<file path="src/rtl/popcount_pkg.sv">
// Shared types and constants for the popcount accumulation controller.
package popcount_pkg;

  // Width of a single 9-tap popcount (0..9).
  localparam int POP_W = 4;

  typedef enum logic [1:0] {
    IDLE  = 2'd0,
    ACCUM = 2'd1,
    DONE  = 2'd2
  } state_t;

  // Accumulator width that holds 9 * (2^cnt_w - 1) without overflow.
  function automatic int acc_width(input int cnt_w);
    return cnt_w + 4;
  endfunction

endpackage

</file>
<file path="src/rtl/adder_9to4.sv">
// 9-input popcount adder: counts the set bits of a 3x3 binary window.
module adder_9to4
  import popcount_pkg::*;
(
  input  logic [8:0]       a_i,
  output logic [POP_W-1:0] sum_o
);

  // Purely combinational bit count over the nine taps.
  always_comb begin
    sum_o = '0;
    for (int i = 0; i < 9; i++) begin
      sum_o = sum_o + {{(POP_W-1){1'b0}}, a_i[i]};
    end
  end

endmodule

</file>
<file path="src/rtl/popcount_accum_ctrl.sv">
// Sequencing controller: accumulates per-beat popcounts over a group of
// cfg_len beats and presents one sum per group on a valid/ready output.
module popcount_accum_ctrl
  import popcount_pkg::*;
#(
  parameter int CNT_W = 8,
  parameter int ACC_W = acc_width(CNT_W)
) (
  input  logic             clk,
  input  logic             reset,
  input  logic             flush,
  input  logic [CNT_W-1:0] cfg_len,
  input  logic             in_valid,
  output logic             in_ready,
  input  logic [8:0]       in_data,
  output logic             out_valid,
  input  logic             out_ready,
  output logic [ACC_W-1:0] out_sum,
  output logic             busy
);

  state_t             state_q, state_d;
  logic [ACC_W-1:0]   acc_q, acc_d;
  logic [CNT_W-1:0]   cnt_q, cnt_d;
  logic [CNT_W-1:0]   len_q, len_d;

  logic [POP_W-1:0]   pop;
  logic [ACC_W-1:0]   pop_ext;
  logic [CNT_W-1:0]   len_eff;
  logic [CNT_W-1:0]   cnt_inc;

  adder_9to4 u_adder (
    .a_i   (in_data),
    .sum_o (pop)
  );

  assign pop_ext = ACC_W'(pop);
  // A zero length would never terminate a group, so it behaves as one beat.
  assign len_eff = (cfg_len == '0) ? CNT_W'(1) : cfg_len;
  assign cnt_inc = cnt_q + CNT_W'(1);

  // Outputs decode registered state only; no combinational path from
  // in_valid/out_ready to the handshake outputs.
  assign in_ready  = (state_q == IDLE) || (state_q == ACCUM);
  assign out_valid = (state_q == DONE);
  assign out_sum   = out_valid ? acc_q : '0;
  assign busy      = (state_q == ACCUM) || (state_q == DONE);

  // Next-state and datapath update; flush overrides any same-cycle handshake.
  always_comb begin
    state_d = state_q;
    acc_d   = acc_q;
    cnt_d   = cnt_q;
    len_d   = len_q;
    if (flush) begin
      state_d = IDLE;
      acc_d   = '0;
      cnt_d   = '0;
    end else begin
      case (state_q)
        IDLE: begin
          if (in_valid) begin
            acc_d   = pop_ext;
            cnt_d   = CNT_W'(1);
            len_d   = len_eff;
            state_d = (len_eff == CNT_W'(1)) ? DONE : ACCUM;
          end
        end
        ACCUM: begin
          if (in_valid) begin
            acc_d = acc_q + pop_ext;
            cnt_d = cnt_inc;
            if (cnt_inc == len_q) begin
              state_d = DONE;
            end
          end
        end
        DONE: begin
          if (out_ready) begin
            state_d = IDLE;
            acc_d   = '0;
            cnt_d   = '0;
          end
        end
        default: begin
          state_d = IDLE;
          acc_d   = '0;
          cnt_d   = '0;
        end
      endcase
    end
  end

  // State, accumulator, beat counter and latched group length.
  always_ff @(posedge clk) begin
    if (reset) begin
      state_q <= IDLE;
      acc_q   <= '0;
      cnt_q   <= '0;
      len_q   <= '0;
    end else begin
      state_q <= state_d;
      acc_q   <= acc_d;
      cnt_q   <= cnt_d;
      len_q   <= len_d;
    end
  end

endmodule
</file>
<file path="config.mk">
export PLATFORM = sky130hd
export DESIGN_NAME = popcount_accum_ctrl
export DESIGN_NICKNAME = d
export VERILOG_FILES = /design/src/rtl/popcount_pkg.sv /design/src/rtl/adder_9to4.sv /design/src/rtl/popcount_accum_ctrl.sv
export SDC_FILE = /design/constraint.sdc
export NUM_CORES = 1
export LEC_CHECK = 0
export CAP_MARGIN = 20
export CORE_MARGIN = 8
export CORE_UTILIZATION = 45
export DETAILED_ROUTE_END_ITERATION = 10
export DONT_BUFFER_PORTS = 1
export GPL_ROUTABILITY_DRIVEN = 0
export SLEW_MARGIN = 15
export SYNTH_ARGS = -nofsm -noshare
export SYNTH_HDL_FRONTEND = slang
export SYNTH_SLANG_ARGS = --single-unit
export TNS_END_PERCENT = 30
</file>
<file path="constraint.sdc">
create_clock -name clk -period 5.6 [get_ports clk]
set_input_delay 0.56 -clock clk [delete_from_list [all_inputs] [get_ports clk]]
set_output_delay 0.56 -clock clk [all_outputs]
set_load 0.02 [all_outputs]
</file>
==> Word level (Yosys, flattened, before mapping) <==
Cells that the tools add are included.
{ "word_totals": {"wordCells": 47, "reg_bits": 30, "in_bits": 22, "out_inout_bits": 15} }
{ "op_classes": {"n_reduce_logical": 8, "add_sub_neg": 10, "n_mux": 16, "eq_ne": 8, "n_bitwise": 1} }
{ "ops": {"columns": ["cell", "count"], "rows": [
  ["12-bit 2-to-1 mux", 4],
  ["12-bit case mux with 3 select lines", 1],
  ["8-bit 2-to-1 mux", 4],
  ["4-bit by 1-bit adder with 4-bit output", 7],
  ["8-bit case mux with 3 select lines", 1],
  ["12-bit by 4-bit adder with 12-bit output", 1],
  ["2-bit 2-to-1 mux", 5],
  ["8-bit by 1-bit adder with 8-bit output, second input constant", 1],
  ["8-bit by 1-bit equality test with 1-bit output, second input constant", 1],
  ["8-bit equality test", 1],
  ["8-bit zero test", 1],
  ["2-bit case mux with 3 select lines", 1],
  ["3-bit AND reduction", 2],
  ["2-bit by 1-bit inequality test with 1-bit output, second input constant", 2],
  ["2-bit inequality test, second input constant", 2],
  ["4-bit AND reduction", 1],
  ["1-bit by 1-bit adder with 2-bit output", 1],
  ["2-bit by 1-bit equality test with 1-bit output, second input constant", 1],
  ["2-bit equality test, second input constant", 1],
  ["2-bit zero test", 1],
  ["1-bit logical OR", 2],
  ["2-bit OR reduction", 1],
  ["1-bit inverter", 1]
]} }

==> Depth between registers and ports, before layout <==
Gate-level depths: netlist of the first run.
{ "depth": {"ltp_word": 11, "mapped_depth": 15, "mapped_depth_nobuf": 15} }

==> By module <==
From an unflattened synthesis of the first run, not the netlist that was laid out.
{ "hier_totals": {"cells_unflattened": 258, "area_unflattened_um2": 2052.0} }
{ "by_module_without_submodules": {"columns": ["module", "cells_each", "seq_area_each_um2", "area_each_um2", "n_inst"], "rows": [
  ["popcount_accum_ctrl", 233, 600.6, 1840.5, 1],
  ["adder_9to4", 25, 0.0, 211.5, 1]
]} }

==> Least setup slack after synthesis of the first run <==
OpenSTA, ideal clock, no wires.
{ "synth_path": {"kind": "input to register", "start": "in in_data[0]", "end": "reg acc_q[11]", "arrival_time_ns": 4.187, "required_ns": 5.528, "path_slack_ns": 1.341, "cell_stages": 14, "path_buffers": 0, "setup_ns": 0.072, "path_cell_list": "ha_1 -> inv_1 -> fa_1 -> fa_1 -> fa_1 -> inv_1 -> ha_1 -> fa_1 -> ha_1 -> a21o_1 -> a21o_1 -> a21oi_1 -> or4_1 -> a21oi_1"} }
{ "synth_via": {"elab_chain_cells": 11} }
{ "synth_lines": {"columns": ["item", "line_no", "source"], "rows": [
  ["start, declared", "popcount_accum_ctrl.sv:15", "input logic [8:0] in_data,"],
  ["1-bit by 1-bit adder with 2-bit output", "adder_9to4.sv:13", "sum_o = sum_o + {{(POP_W-1){1'b0}}, a_i[i]};"],
  ["4-bit by 1-bit adder with 4-bit output (7 in series)", "adder_9to4.sv:13", null],
  ["12-bit by 4-bit adder with 12-bit output", "popcount_accum_ctrl.sv:71", "acc_d = acc_q + pop_ext;"],
  ["12-bit 2-to-1 mux", "popcount_accum_ctrl.sv:70", "if (in_valid) begin"],
  ["12-bit case mux with 3 select lines", "popcount_accum_ctrl.sv:60", "case (state_q)"],
  ["end signal, assigned", "popcount_accum_ctrl.sv:98", "acc_q <= '0;"],
  ["end signal, assigned", "popcount_accum_ctrl.sv:103", "acc_q <= acc_d;"],
  ["end, declared", "popcount_accum_ctrl.sv:23", "logic [ACC_W-1:0] acc_q, acc_d;"]
]} }
No other way between the ends. The select of a mux whose other input is x is not followed.
A chain may end at the register's enable or synchronous reset.

==> Final worst setup path of the first run <==
{ "layout_path": {"start": "in in_data[0]", "end": "reg acc_q[5]"} }
The elaborated chain is that of the path after synthesis.

==> results of run 1 <==
-- per-stage QoR --
stage          power (mW)  setup WS [ns]  cells
4_1_cts             0.554           1.44    304
3_3_place_gp        0.381           1.17    298
2_1_floorplan       0.358           1.34    257
5_1_grt             0.585           1.22    304
6_report            0.550           1.45    304
3_5_place_dp        0.382           1.14    298
-- area by class of cell --
class	count	area, um^2	area share
Inverter	20	75.1	0.0348
Multi-Input combinational cell	196	1330	0.618
Clock buffer	6	82.6	0.0383
Tap cell	52	65.1	0.0302
Sequential cell	30	601	0.279
-- kinds of logic (layout without fill, tap and decap cells) --
kind of cell	Yosys count	after routing	share of synthesized area
DFF	30	30	0.291
xor gates and xnor gates	16	16	0.0680
and+or+nand+nor	106	106	0.268
muxes	2	2	0.00972
adders and majority gates	20	20	0.143
AOI/OAI and AO/OA	52	52	0.157
buffers and inverters	31	26	0.0625
-- power groups by stage --
stage / sequential (mW) / clock (mW) / combinational, mW
after CTS: 0.228 / 0.177 / 0.149
final: 0.228 / 0.174 / 0.148
after floorplan: 0.231 / 0 / 0.127
after global routing: 0.229 / 0.187 / 0.169
after detailed placement: 0.233 / 0 / 0.149
after global placement: 0.233 / 0 / 0.148
-- worst register-to-register path: cells and delay by family (launching register included) --
family	cells	cell delay, ns
and+or+nand+nor	3	0.83
adders and majority gates	1	0.49
muxes	1	0.23
DFF	1	0.33
buffers and inverters	1	0.09
AOI/OAI and AO/OA	1	0.39
-- synth_stat cells (all sizes together) (2+ instances only) --
cell type and instances:
a21o 7, fa 6, a31oi 4, nand4 5
nor4 2, xor2 3, or3 8, nor3b 2
nor3 6, nand2 36, o21ai 8, dfxtp 30
or2 3, mux2i 2, inv 20, nor2b 2
and2 15, clkbuf 6, a21oi 24, o21bai 2
buf 5, ha 14, nor2 13, or4 2
xnor2 13, nand3 7
-- state kept, by name, summed over array words and instances (netlist names) --
register / cells
len_q: 8
acc_q: 12
cnt_q: 8
state_q: 2
-- layer usage --
| layer | part of all wire | routed length [um] |
|---|---|---|
| met1 | 0.46 | 2000 |
| met2 | 0.48 | 2100 |
| met3 | 0.047 | 206 |
| met4 | 0.0092 | 40 |
| met5 | 0 | 0 |
-- path summary, 6_finish.rpt --
check,end,startpoint
worst min register to register,len_q[5]$_SDFFE_PP0P_,len_q[5]$_SDFFE_PP0P_
worst max-delay path,acc_q[5]$_SDFFE_PP0P_,in_data[0]
worst min-delay path,len_q[5]$_SDFFE_PP0P_,reset
worst max register to register,state_q[1]$_SDFFE_PP0P_,state_q[0]$_SDFFE_PP0P_
==> flow_summary.rst, run 1 <==
.. list-table::
   :header-rows: 1

   * - Metric
     - Value
   * - Netlist area before placement
     - roughly 0.0021 mm^2
   * - Start-to-end type of the worst setup path
     - input port to flop
   * - Number of antenna-violating nets in the routed design
     - 0
   * - Cell count of the worst hold path
     - 1
   * - Setup violation total in the final timing report
     - 0
   * - CTS Buffer Depth
     - 2
   * - Worst voltage drop across the vdd grid
     - 0.000147 V
   * - Clock Pin Slew Worst Setup and Hold Paths
     - 0.06 ns
   * - Layout cells sized above 1
     - 0.0437
   * - Vias per Instance
     - roughly 5.6
   * - Starting Density
     - 0.470
   * - Clock Skews
     - 0.0109 ns
   * - Internal power
     - 378 uW
   * - Maximum number of pins on one net before global-route repair
     - 18
   * - Share of the synthesized area in the top cell type
     - 0.291
   * - Worst path cell trace
     - ha_1 > inv_1 > fa_1 > fa_1 > fa_1 > inv_1 > ha_1 > fa_1 > ha_1 > a21o_1 > a21o_1 > a21oi_1 > o21ai_0 > a21oi_1
   * - Die area
     - 0.00700 mm^2
   * - Leakage power of the design
     - 0.834 nW
   * - Number of global-route vias before repair
     - 1617
   * - Die outline height
     - 83.7 um
   * - Number of nets at the end of the flow
     - 295
   * - Met3 track demand over resource
     - 0.0508
   * - Library cell appearing most often on the critical path
     - sky130_fd_sc_hd__fa_1
   * - Wire length of the first global-routing pass
     - 7.32 mm
   * - Ys async rst share
     - 0
   * - Final core utilization
     - 0.491
   * - Global-route congestion overflow total
     - 0
   * - Clock root buffer
     - sky130_fd_sc_hd__clkbuf_8
   * - Core region area
     - 0.00438 mm^2
   * - Number of filler cells placed in the layout
     - roughly 450
   * - Share of total power in combinational logic
     - 0.268
   * - Number of buffers and inverters on the critical path
     - 2
   * - Standard-cell row count
     - 24
   * - H-tree level count
     - 2
   * - Port Buffer Count
     - 0
   * - HPWL Detailed
     - 3.35 mm
   * - Clk Latency, worst-skew pair
     - 0.28 ns
   * - Power share of the clock group
     - 0.317
   * - Area overhead of the layout relative to synthesis
     - 4.55%
   * - Count of cell types in the netlist
     - 43
   * - Area of all placed cells without fillers
     - 0.00215 mm^2
   * - Aggregate routed wire length
     - approximately 4.3 mm
   * - Hold buffers post-CTS
     - 0
   * - Final clock period utilization by the worst path
     - 0.740
   * - Sw Ratio
     - 0.312
   * - Ant. Diodes
     - 0
   * - Sum Neg Setup Slack
     - 0 ns
   * - DRC errors left
     - 0
   * - Number of max-cap violations
     - 0
   * - Placement-stage cell area
     - 0.00207 mm^2
   * - Top library cells by usage in the layout, fill and taps aside
     - sky130_fd_sc_hd__nand2_1, sky130_fd_sc_hd__dfxtp_1, sky130_fd_sc_hd__a21oi_1
   * - Required time of the worst setup path
     - 5.81 ns
   * - Number of nets in the synthesized netlist
     - 299
   * - TritonCTS clock tree
     - built
   * - Dominant register cell in the synthesized netlist
     - sky130_fd_sc_hd__dfxtp_1
   * - Worst hold slack
     - 0.344 ns
   * - Number of sinks on the clock net
     - 30
   * - CP Max Fanout
     - 8
   * - Startpoint kind of the worst setup timing path
     - input port
   * - Setup repair after global routing missed its margin
     - no
   * - Number of antenna violations at the first check in global routing
     - 0
   * - Synth top area cells
     - sky130_fd_sc_hd__dfxtp_1, sky130_fd_sc_hd__ha_1, sky130_fd_sc_hd__nand2_1
   * - Total track usage
     - 0.125
   * - Share of total power in sequential cells
     - 0.415
   * - Slew at the pin closest to its max-slew limit
     - 0.736 ns
   * - Family with the most delay on the worst path
     - adder cells
   * - Number of detailed-routing iterations run before antenna repair
     - 4
   * - Violation count after the first detailed-route iteration
     - 91
   * - P_sw
     - 171 uW
   * - Busiest layer in global routing
     - met2
   * - Most common cell after layout, fill and taps aside
     - sky130_fd_sc_hd__nand2_1
   * - Status
     - complete, no violations
   * - Hold Vio Cnt, Final
     - 0
   * - Routed length per instance
     - between 10 and 15 um
   * - Critical path arrival
     - 4.36 ns
   * - Path category of the worst min-delay check
     - input port to flop
   * - Post-CTS setup repair buffer count
     - 0
   * - Highest clock frequency the design can meet
     - 0.241 GHz
   * - Power density over cell area
     - 255 mW/mm^2
   * - Leading area contributor after synthesis
     - sky130_fd_sc_hd__dfxtp_1
   * - Worst Reg2Reg Path Length in Cells
     - 7
   * - Yosys warns
     - 0
   * - Cells after Synth
     - about 260
   * - Worst slew margin
     - 0.509
   * - Fraction of met1 tracks used by global routing
     - 0.141
   * - Shortest period the worst path allows
     - 4.15 ns
   * - Met2 Usage GRT
     - 0.210
   * - Gates resized, CTS repair
     - 0
   * - Final slew viol count
     - 0
   * - Average instance area after synthesis
     - approximately 8 um^2
   * - Part of the Yosys area used for sequential elements
     - 0.291
   * - Width of the chip
     - ~84 um
   * - Longest individual stage delay on the worst path
     - about 0.55 ns
   * - Total CTS buffers
     - 5
   * - Number of vias in the routed layout
     - 1692
   * - CP endpoint kind
     - flop
   * - Count of state elements after synthesis
     - 30
   * - Number of enable-type register cells in the synthesized netlist
     - 0
   * - Critical path depth
     - 14
   * - I/O pin count
     - 37
   * - Register-to-Register Setup Slack
     - approximately 3.2 ns
   * - Slowest cell on the critical path
     - sky130_fd_sc_hd__fa_1
No activity file was read; power rests on OpenSTA's default activity.
==> run 2: changes to the inputs <==
clock period = 3.8 ns   (was 5.6 ns; I/O delays follow)
==> flow_summary.rst, run 2 (same netlist as run 1, synthesis figures left out) <==
.. list-table::
   :header-rows: 1

   * - Metric
     - Value
   * - Leakage power of the design
     - 0.904 nW (was 0.834 nW)
   * - Die outline height
     - 83.7 um (unchanged)
   * - Clock Skews
     - 0.00763 ns (was 0.0109 ns)
   * - Number of antenna violations at the first check in global routing
     - 0 (unchanged)
   * - Number of detailed-routing iterations run before antenna repair
     - 4 (unchanged)
   * - Total CTS buffers
     - 5 (unchanged)
   * - Number of global-route vias before repair
     - 1680 (was 1617)
   * - Setup violation total in the final timing report
     - 1 (was 0)
   * - Power density over cell area
     - 398 mW/mm^2 (was 255 mW/mm^2)
   * - Number of sinks on the clock net
     - 30 (unchanged)
   * - Vias per Instance
     - 5.49 (was 5.57)
   * - DRC errors left
     - 0 (unchanged)
   * - Number of standard cells in the layout, taps in and fillers out
     - 317 (was 304)
   * - Number of filler cells placed in the layout
     - 425 (was 447)
   * - Violations in the final reports
     - setup timing
   * - Hold Vio Cnt, Final
     - 0 (unchanged)
   * - Clock Pin Slew Worst Setup and Hold Paths
     - 0.07 ns (was 0.06 ns)
   * - Total chip power
     - 930 uW (was 550 uW)
   * - HPWL Detailed
     - 3.46 mm (was 3.35 mm)
   * - Final core utilization
     - 0.533 (was 0.491)
   * - Number of vias in the routed layout
     - 1741 (was 1692)
   * - Core region area
     - 0.00438 mm^2 (unchanged)
   * - Worst reg2reg startpoint
     - state_q[0]$_SDFFE_PP0P_ (unchanged)
   * - Multi-input gate area in the final layout
     - 0.00142 mm^2 (was 0.00133 mm^2)
   * - CP endpoint kind
     - flop (unchanged)
   * - Port Buffer Count
     - 0 (unchanged)
   * - Violation count after the first detailed-route iteration
     - 78 (was 91)
   * - Wire length of the first global-routing pass
     - 7.85 mm (was 7.32 mm)
   * - I/O pin count
     - 37 (unchanged)
   * - Last element of the critical path
     - acc_q[11]$_SDFFE_PP0P_ (was acc_q[5]$_SDFFE_PP0P_)
   * - CP Max Fanout
     - 8 (unchanged)
   * - H-tree level count
     - 2 (unchanged)
   * - Die area
     - 0.00700 mm^2 (unchanged)
   * - CTS Buffer Depth
     - 2 (unchanged)
   * - Total track usage
     - 0.134 (was 0.125)
   * - CP Launch Point
     - in_data[1] (was in_data[0])
   * - Final worst setup slack
     - -0.0309 ns (was 1.45 ns)
   * - RR Endpoint
     - acc_q[9]$_SDFFE_PP0P_ (was state_q[1]$_SDFFE_PP0P_)
   * - Routed length per instance
     - 15.2 um (was 14.3 um)
   * - Most common cell after layout, fill and taps aside
     - sky130_fd_sc_hd__nand2_1 (unchanged)
   * - Path category of the worst min-delay check
     - input port to flop (unchanged)
   * - Worst slew margin
     - 0.566 (was 0.509)
   * - Status
     - finished, violations left (was complete, no violations)
   * - Ant. Diodes
     - 0 (unchanged)
   * - Worst voltage drop across the vdd grid
     - 0.000200 V (was 0.000147 V)
   * - Standard-cell row count
     - 24 (unchanged)
   * - Starting Density
     - 0.470 (unchanged)
   * - Area overhead of the layout relative to synthesis
     - 13.4% (was 4.55%)
   * - Clk Latency, worst-skew pair
     - 0.29 ns (was 0.28 ns)
   * - Clock root buffer
     - sky130_fd_sc_hd__clkbuf_8 (unchanged)
   * - Required time of the worst setup path
     - 4.02 ns (was 5.81 ns)
   * - Shortest period the worst path allows
     - 3.83 ns
   * - Largest register FFs
     - 12 (unchanged)
   * - Layout cells sized above 1
     - 0.140 (was 0.0437)
   * - Number of antenna-violating nets in the routed design
     - 0 (unchanged)
   * - Highest clock frequency the design can meet
     - 0.261 GHz
   * - Setup repair after global routing missed its margin
     - yes (was no)
   * - TritonCTS clock tree
     - built (unchanged)
   * - Final clock period utilization by the worst path
     - 1.01
   * - Hold buffers post-CTS
     - 0 (unchanged)
   * - Top library cells by usage in the layout, fill and taps aside
     - sky130_fd_sc_hd__nand2_1, sky130_fd_sc_hd__dfxtp_1, sky130_fd_sc_hd__a21oi_1 (unchanged)
   * - Register area
     - 601 um^2 (unchanged)
   * - Worst Reg2Reg Path Length in Cells
     - 6 (was 7)
   * - Register-to-Register Setup Slack
     - 1.31 ns (was 3.18 ns)
   * - Start-to-end type of the worst setup path
     - input port to flop (unchanged)
   * - Post-Place Worst Slack
     - -0.329 ns (was 1.14 ns)
   * - Register name with the most flops
     - acc_q (unchanged)
   * - Critical path arrival
     - 4.05 ns (was 4.36 ns)
   * - Largest registers in the final layout
     - acc_q x12, cnt_q x8, len_q x8 (unchanged)
   * - Final slew viol count
     - 0 (unchanged)
   * - Width of the chip
     - 83.7 um (unchanged)
   * - Aggregate routed wire length
     - 4.82 mm (was 4.35 mm)
   * - Startpoint kind of the worst setup timing path
     - input port (unchanged)
   * - Global-route congestion overflow total
     - 0 (unchanged)
   * - Placed insts
     - 305 (was 298)
   * - Number of nets at the end of the flow
     - 306 (was 295)
   * - Number of max-cap violations
     - 0 (unchanged)
   * - Slew at the pin closest to its max-slew limit
     - 0.647 ns (was 0.736 ns)
   * - Maximum number of pins on one net before global-route repair
     - 17 (was 18)
[run 2: cell type report]
cell class | count | share of cell area
Clock inverter | 1 | 0.00214
Inverter | 20 | 0.0321
Multi-Input combinational cell | 196 | 0.608
Clock buffer | 7 | 0.0370
Sequential cell | 30 | 0.257
Tap cell | 52 | 0.0279
Timing Repair Buffer | 11 | 0.0354
[run 2: report_power, final]
part	internal, mW	switching (mW)	leakage, nW
Sequential	0.326	0.0113	0.243
Combinational	0.159	0.161	0.613
Clock	0.146	0.128	0.0482
[run 2: how the worst min path moves through the flow]
| stage | startpoint | endpoint | cells past startpoint |
|---|---|---|---|
| floorplan | acc_q[11]$_SDFFE_PP0P_ | acc_q[11]$_SDFFE_PP0P_ | 2 |
| global placement | reset | len_q[7]$_SDFFE_PP0P_ | 1 |
| detailed placement | reset | len_q[1]$_SDFFE_PP0P_ | 1 |
| CTS | reset | len_q[1]$_SDFFE_PP0P_ | 1 |
| global route | reset | len_q[7]$_SDFFE_PP0P_ | 1 |
| finish | reset | len_q[3]$_SDFFE_PP0P_ | 1 |
[run 2: routing by layer]
metal  share of wire  track usage  vias to the layer above
li1                -            -                      887
met1            0.47        0.163                      810
met2            0.46        0.206                       38
met3           0.058       0.0479                        6
met4           0.018       0.0581                        0
met5               0            0                        -
[run 2: repair_timing]
action | in CTS | in global routing
setup endpoints to repair | 2 | 9
pin swaps | 1 | 3
gates resized for setup | 0 | 8
buffers inserted | 0 | 4
[run 2: critical path, stage by stage]
cell                      delay [ns]
sky130_fd_sc_hd__ha_4           0.24
sky130_fd_sc_hd__inv_2          0.03
sky130_fd_sc_hd__fa_1           0.48
sky130_fd_sc_hd__fa_1           0.44
sky130_fd_sc_hd__fa_1           0.50
sky130_fd_sc_hd__inv_1          0.04
sky130_fd_sc_hd__ha_2           0.17
sky130_fd_sc_hd__fa_2           0.35
sky130_fd_sc_hd__xnor2_2        0.15
sky130_fd_sc_hd__ha_1           0.32
sky130_fd_sc_hd__a21o_1         0.20
sky130_fd_sc_hd__a21oi_4        0.10
sky130_fd_sc_hd__or4_1          0.48
sky130_fd_sc_hd__a21oi_1        0.15
[run 2: stage by stage]
step | hold WS, ns | cell area (um^2) | TNS [ns]
global placement | 0.451 | 2160 | -1.75
CTS | 0.143 | 2260 | -0.00662
floorplan | 0.447 | 2100 | -0.622
finish | 0.149 | 2340 | -0.0309
detailed placement | 0.452 | 2160 | -2.52
global route | 0.141 | 2340 | -0.788
==> run 3: changes to the inputs <==
TNS_END_PERCENT = unset   (was 30)
==> flow_summary.rst, run 3 (same netlist as run 1, synthesis figures left out) <==
.. list-table::
   :header-rows: 1

   * - Metric
     - Value
   * - Most common cell after layout, fill and taps aside
     - sky130_fd_sc_hd__nand2_1 (unchanged)
   * - Post-CTS setup repair buffer count
     - 0 (unchanged)
   * - Start-to-end type of the worst setup path
     - input port to flop (unchanged)
   * - Worst voltage drop across the vdd grid
     - 0.000253 V (was 0.000200 V)
   * - Area overhead of the layout relative to synthesis
     - 12.8% (was 13.4%)
   * - I/O pin count
     - 37 (unchanged)
   * - Maximum number of pins on one net before global-route repair
     - 18 (was 17)
   * - Hold Vio Cnt, Final
     - 0 (unchanged)
   * - CP Max Fanout
     - 8 (unchanged)
   * - Final slew viol count
     - 0 (unchanged)
   * - Number of sinks on the clock net
     - 30 (unchanged)
   * - Status
     - complete, no violations (was finished, violations left)
   * - Worst path cell trace
     - ha_4 > inv_2 > fa_1 > fa_1 > fa_1 > inv_2 > ha_4 > fa_2 > ha_4 > a21o_1 > a21o_1 > a21oi_2 > or4_1 > a21oi_2 (was ha_4 > inv_2 > fa_1 > fa_1 > fa_1 > inv_1 > ha_2 > fa_2 > xnor2_2 > ha_1 > a21o_1 > a21oi_4 > or4_1 > a21oi_1)
   * - CP endpoint kind
     - flop (unchanged)
   * - Wire length of the first global-routing pass
     - 7.81 mm (was 7.85 mm)
   * - TritonCTS clock tree
     - built (unchanged)
   * - H-tree level count
     - 2 (unchanged)
   * - Placed insts
     - 304 (was 305)
   * - Hold buffers post-CTS
     - 0 (unchanged)
   * - Number of nets at the end of the flow
     - 301 (was 306)
   * - Number of max-cap violations
     - 0 (unchanged)
   * - Internal power
     - 661 uW (was 630 uW)
   * - Die area
     - 0.00700 mm^2 (unchanged)
   * - Leakage power of the design
     - 0.878 nW (was 0.904 nW)
   * - Power share of the clock group
     - 0.346 (was 0.295)
   * - Post-Place Worst Slack
     - -0.311 ns (was -0.329 ns)
   * - Path category of the worst min-delay check
     - input port to flop (unchanged)
   * - Share of total power in combinational logic
     - 0.303 (was 0.343)
   * - Area of all placed cells without fillers
     - 0.00232 mm^2 (was 0.00234 mm^2)
   * - Longest individual stage delay on the worst path
     - 0.51 ns (was 0.50 ns)
   * - Highest clock frequency the design can meet
     - 0.263 GHz (was 0.261 GHz)
   * - Port Buffer Count
     - 0 (unchanged)
   * - Placement-stage cell area
     - 0.00216 mm^2 (about the same)
   * - Global-route congestion overflow total
     - 0 (unchanged)
   * - Largest register FFs
     - 12 (unchanged)
   * - Family with the most delay on the worst path
     - adder cells (unchanged)
   * - Core region area
     - 0.00438 mm^2 (unchanged)
   * - Standard-cell row count
     - 24 (unchanged)
   * - Final worst setup slack
     - 0.000108 ns (was -0.0309 ns)
   * - Shortest period the worst path allows
     - 3.80 ns (was 3.83 ns)
   * - Startpoint kind of the worst setup timing path
     - input port (unchanged)
   * - Clock Pin Slew Worst Setup and Hold Paths
     - 0.08 ns (was 0.07 ns)
   * - Clock Skews
     - 0.00761 ns (was 0.00763 ns)
   * - Violation count after the first detailed-route iteration
     - 60 (was 78)
   * - Share of total power in sequential cells
     - 0.351 (was 0.362)
   * - Vias per Instance
     - 5.55 (was 5.49)
   * - Number of antenna-violating nets in the routed design
     - 0 (unchanged)
   * - Layout cells sized above 1
     - 0.131 (was 0.140)
   * - Total CTS buffers
     - 5 (unchanged)
   * - Top library cells by usage in the layout, fill and taps aside
     - sky130_fd_sc_hd__nand2_1, sky130_fd_sc_hd__dfxtp_1, sky130_fd_sc_hd__a21oi_1 (unchanged)
   * - Final core utilization
     - 0.530 (was 0.533)
   * - Clk Latency, worst-skew pair
     - 0.28 ns (was 0.29 ns)
   * - Total track usage
     - 0.130 (was 0.134)
   * - Critical path arrival
     - 4.01 ns (was 4.05 ns)
   * - CTS Buffer Depth
     - 2 (unchanged)
   * - DRC errors left
     - 0 (unchanged)
   * - Worst hold slack
     - 0.150 ns (was 0.149 ns)
   * - Starting Density
     - 0.470 (unchanged)
   * - Routed length per instance
     - 15.1 um (was 15.2 um)
   * - Largest registers in the final layout
     - acc_q x12, cnt_q x8, len_q x8 (unchanged)
   * - Ant. Diodes
     - 0 (unchanged)
   * - Clock root buffer
     - sky130_fd_sc_hd__clkbuf_8 (unchanged)
   * - Number of standard cells in the layout, taps in and fillers out
     - 312 (was 317)
   * - Required time of the worst setup path
     - 4.01 ns (was 4.02 ns)
   * - Width of the chip
     - 83.7 um (unchanged)
   * - Setup violation total in the final timing report
     - 0 (was 1)
   * - Slew at the pin closest to its max-slew limit
     - 0.723 ns (was 0.647 ns)
   * - Final clock period utilization by the worst path
     - 1.00 (was 1.01)
   * - Sw Ratio
     - 0.311 (was 0.322)
   * - Aggregate routed wire length
     - 4.70 mm (was 4.82 mm)
   * - Number of buffers and inverters on the critical path
     - 2 (unchanged)
   * - Worst slew margin
     - 0.518 (was 0.566)
   * - Setup repair after global routing missed its margin
     - yes (unchanged)
   * - Number of vias in the routed layout
     - 1733 (was 1741)
   * - HPWL Detailed
     - 3.46 mm (about the same)
   * - Register name with the most flops
     - acc_q (unchanged)
   * - Number of antenna violations at the first check in global routing
     - 0 (unchanged)
   * - Number of detailed-routing iterations run before antenna repair
     - 4 (unchanged)
   * - P_sw
     - 299 uW (was 300 uW)
   * - Power density over cell area
     - 413 mW/mm^2 (was 398 mW/mm^2)
   * - Slowest cell on the critical path
     - sky130_fd_sc_hd__fa_1 (unchanged)
   * - Die outline height
     - 83.7 um (unchanged)
   * - Number of global-route vias before repair
     - 1620 (was 1680)
run 3: path summary, 6_finish.rpt:
kind,start,end,slack (ns),cells after the start
min reg2reg,len_q[3]$_SDFFE_PP0P_,len_q[3]$_SDFFE_PP0P_,0.47,2
max reg2reg,state_q[0]$_SDFFE_PP0P_,acc_q[8]$_SDFFE_PP0P_,1.31,6
max,in_data[1],acc_q[11]$_SDFFE_PP0P_,0.0001,14
min,reset,len_q[1]$_SDFFE_PP0P_,0.15,1
run 3: power groups by stage:
stage / Clock (mW) / Combinational (mW) / Sequential [mW]
3_3_place_gp: 0 / 0.261 / 0.343
4_1_cts: 0.336 / 0.268 / 0.336
5_1_grt: 0.348 / 0.323 / 0.338
2_1_floorplan: 0 / 0.200 / 0.340
6_report: 0.332 / 0.291 / 0.337
3_5_place_dp: 0 / 0.268 / 0.344
run 3: cell type report:
cell class / instances / area [um^2]
clock buffer: 5 / 68.8
sequential: 30 / 601
timing repair buffer: 6 / 45.0
multi-input combinational: 196 / 1420
clock inverter: 3 / 45.0
inverter: 20 / 75.1
tap: 52 / 65.1
fill: 434 / 2060
run 3: per-stage QoR:
step                setup TNS [ns]  total power, mW
finish                           0            0.960
global route                -0.232             1.01
CTS                              0            0.940
detailed placement           -2.22            0.612
global placement             -1.74            0.604
floorplan                   -0.648            0.541
run 3: routing by layer:
metal | routed length (um) | track usage | vias to the layer above | part of all wire
met1 | 2230 | 0.163 | 807 | 0.47
met3 | 303 | 0.0439 | 6 | 0.064
met4 | 84 | 0.0518 | 0 | 0.018
li1 | - | - | 878 | -
met2 | 2080 | 0.199 | 42 | 0.44
met5 | 0 | 0 | - | 0
run 3: timing repair:
action / 4_1_cts / 5_1_grt
pin swaps: 1 / 10
endpoints found under the setup margin: 1 / 8
gates resized for setup: 0 / 7
gates cloned: 0 / 0
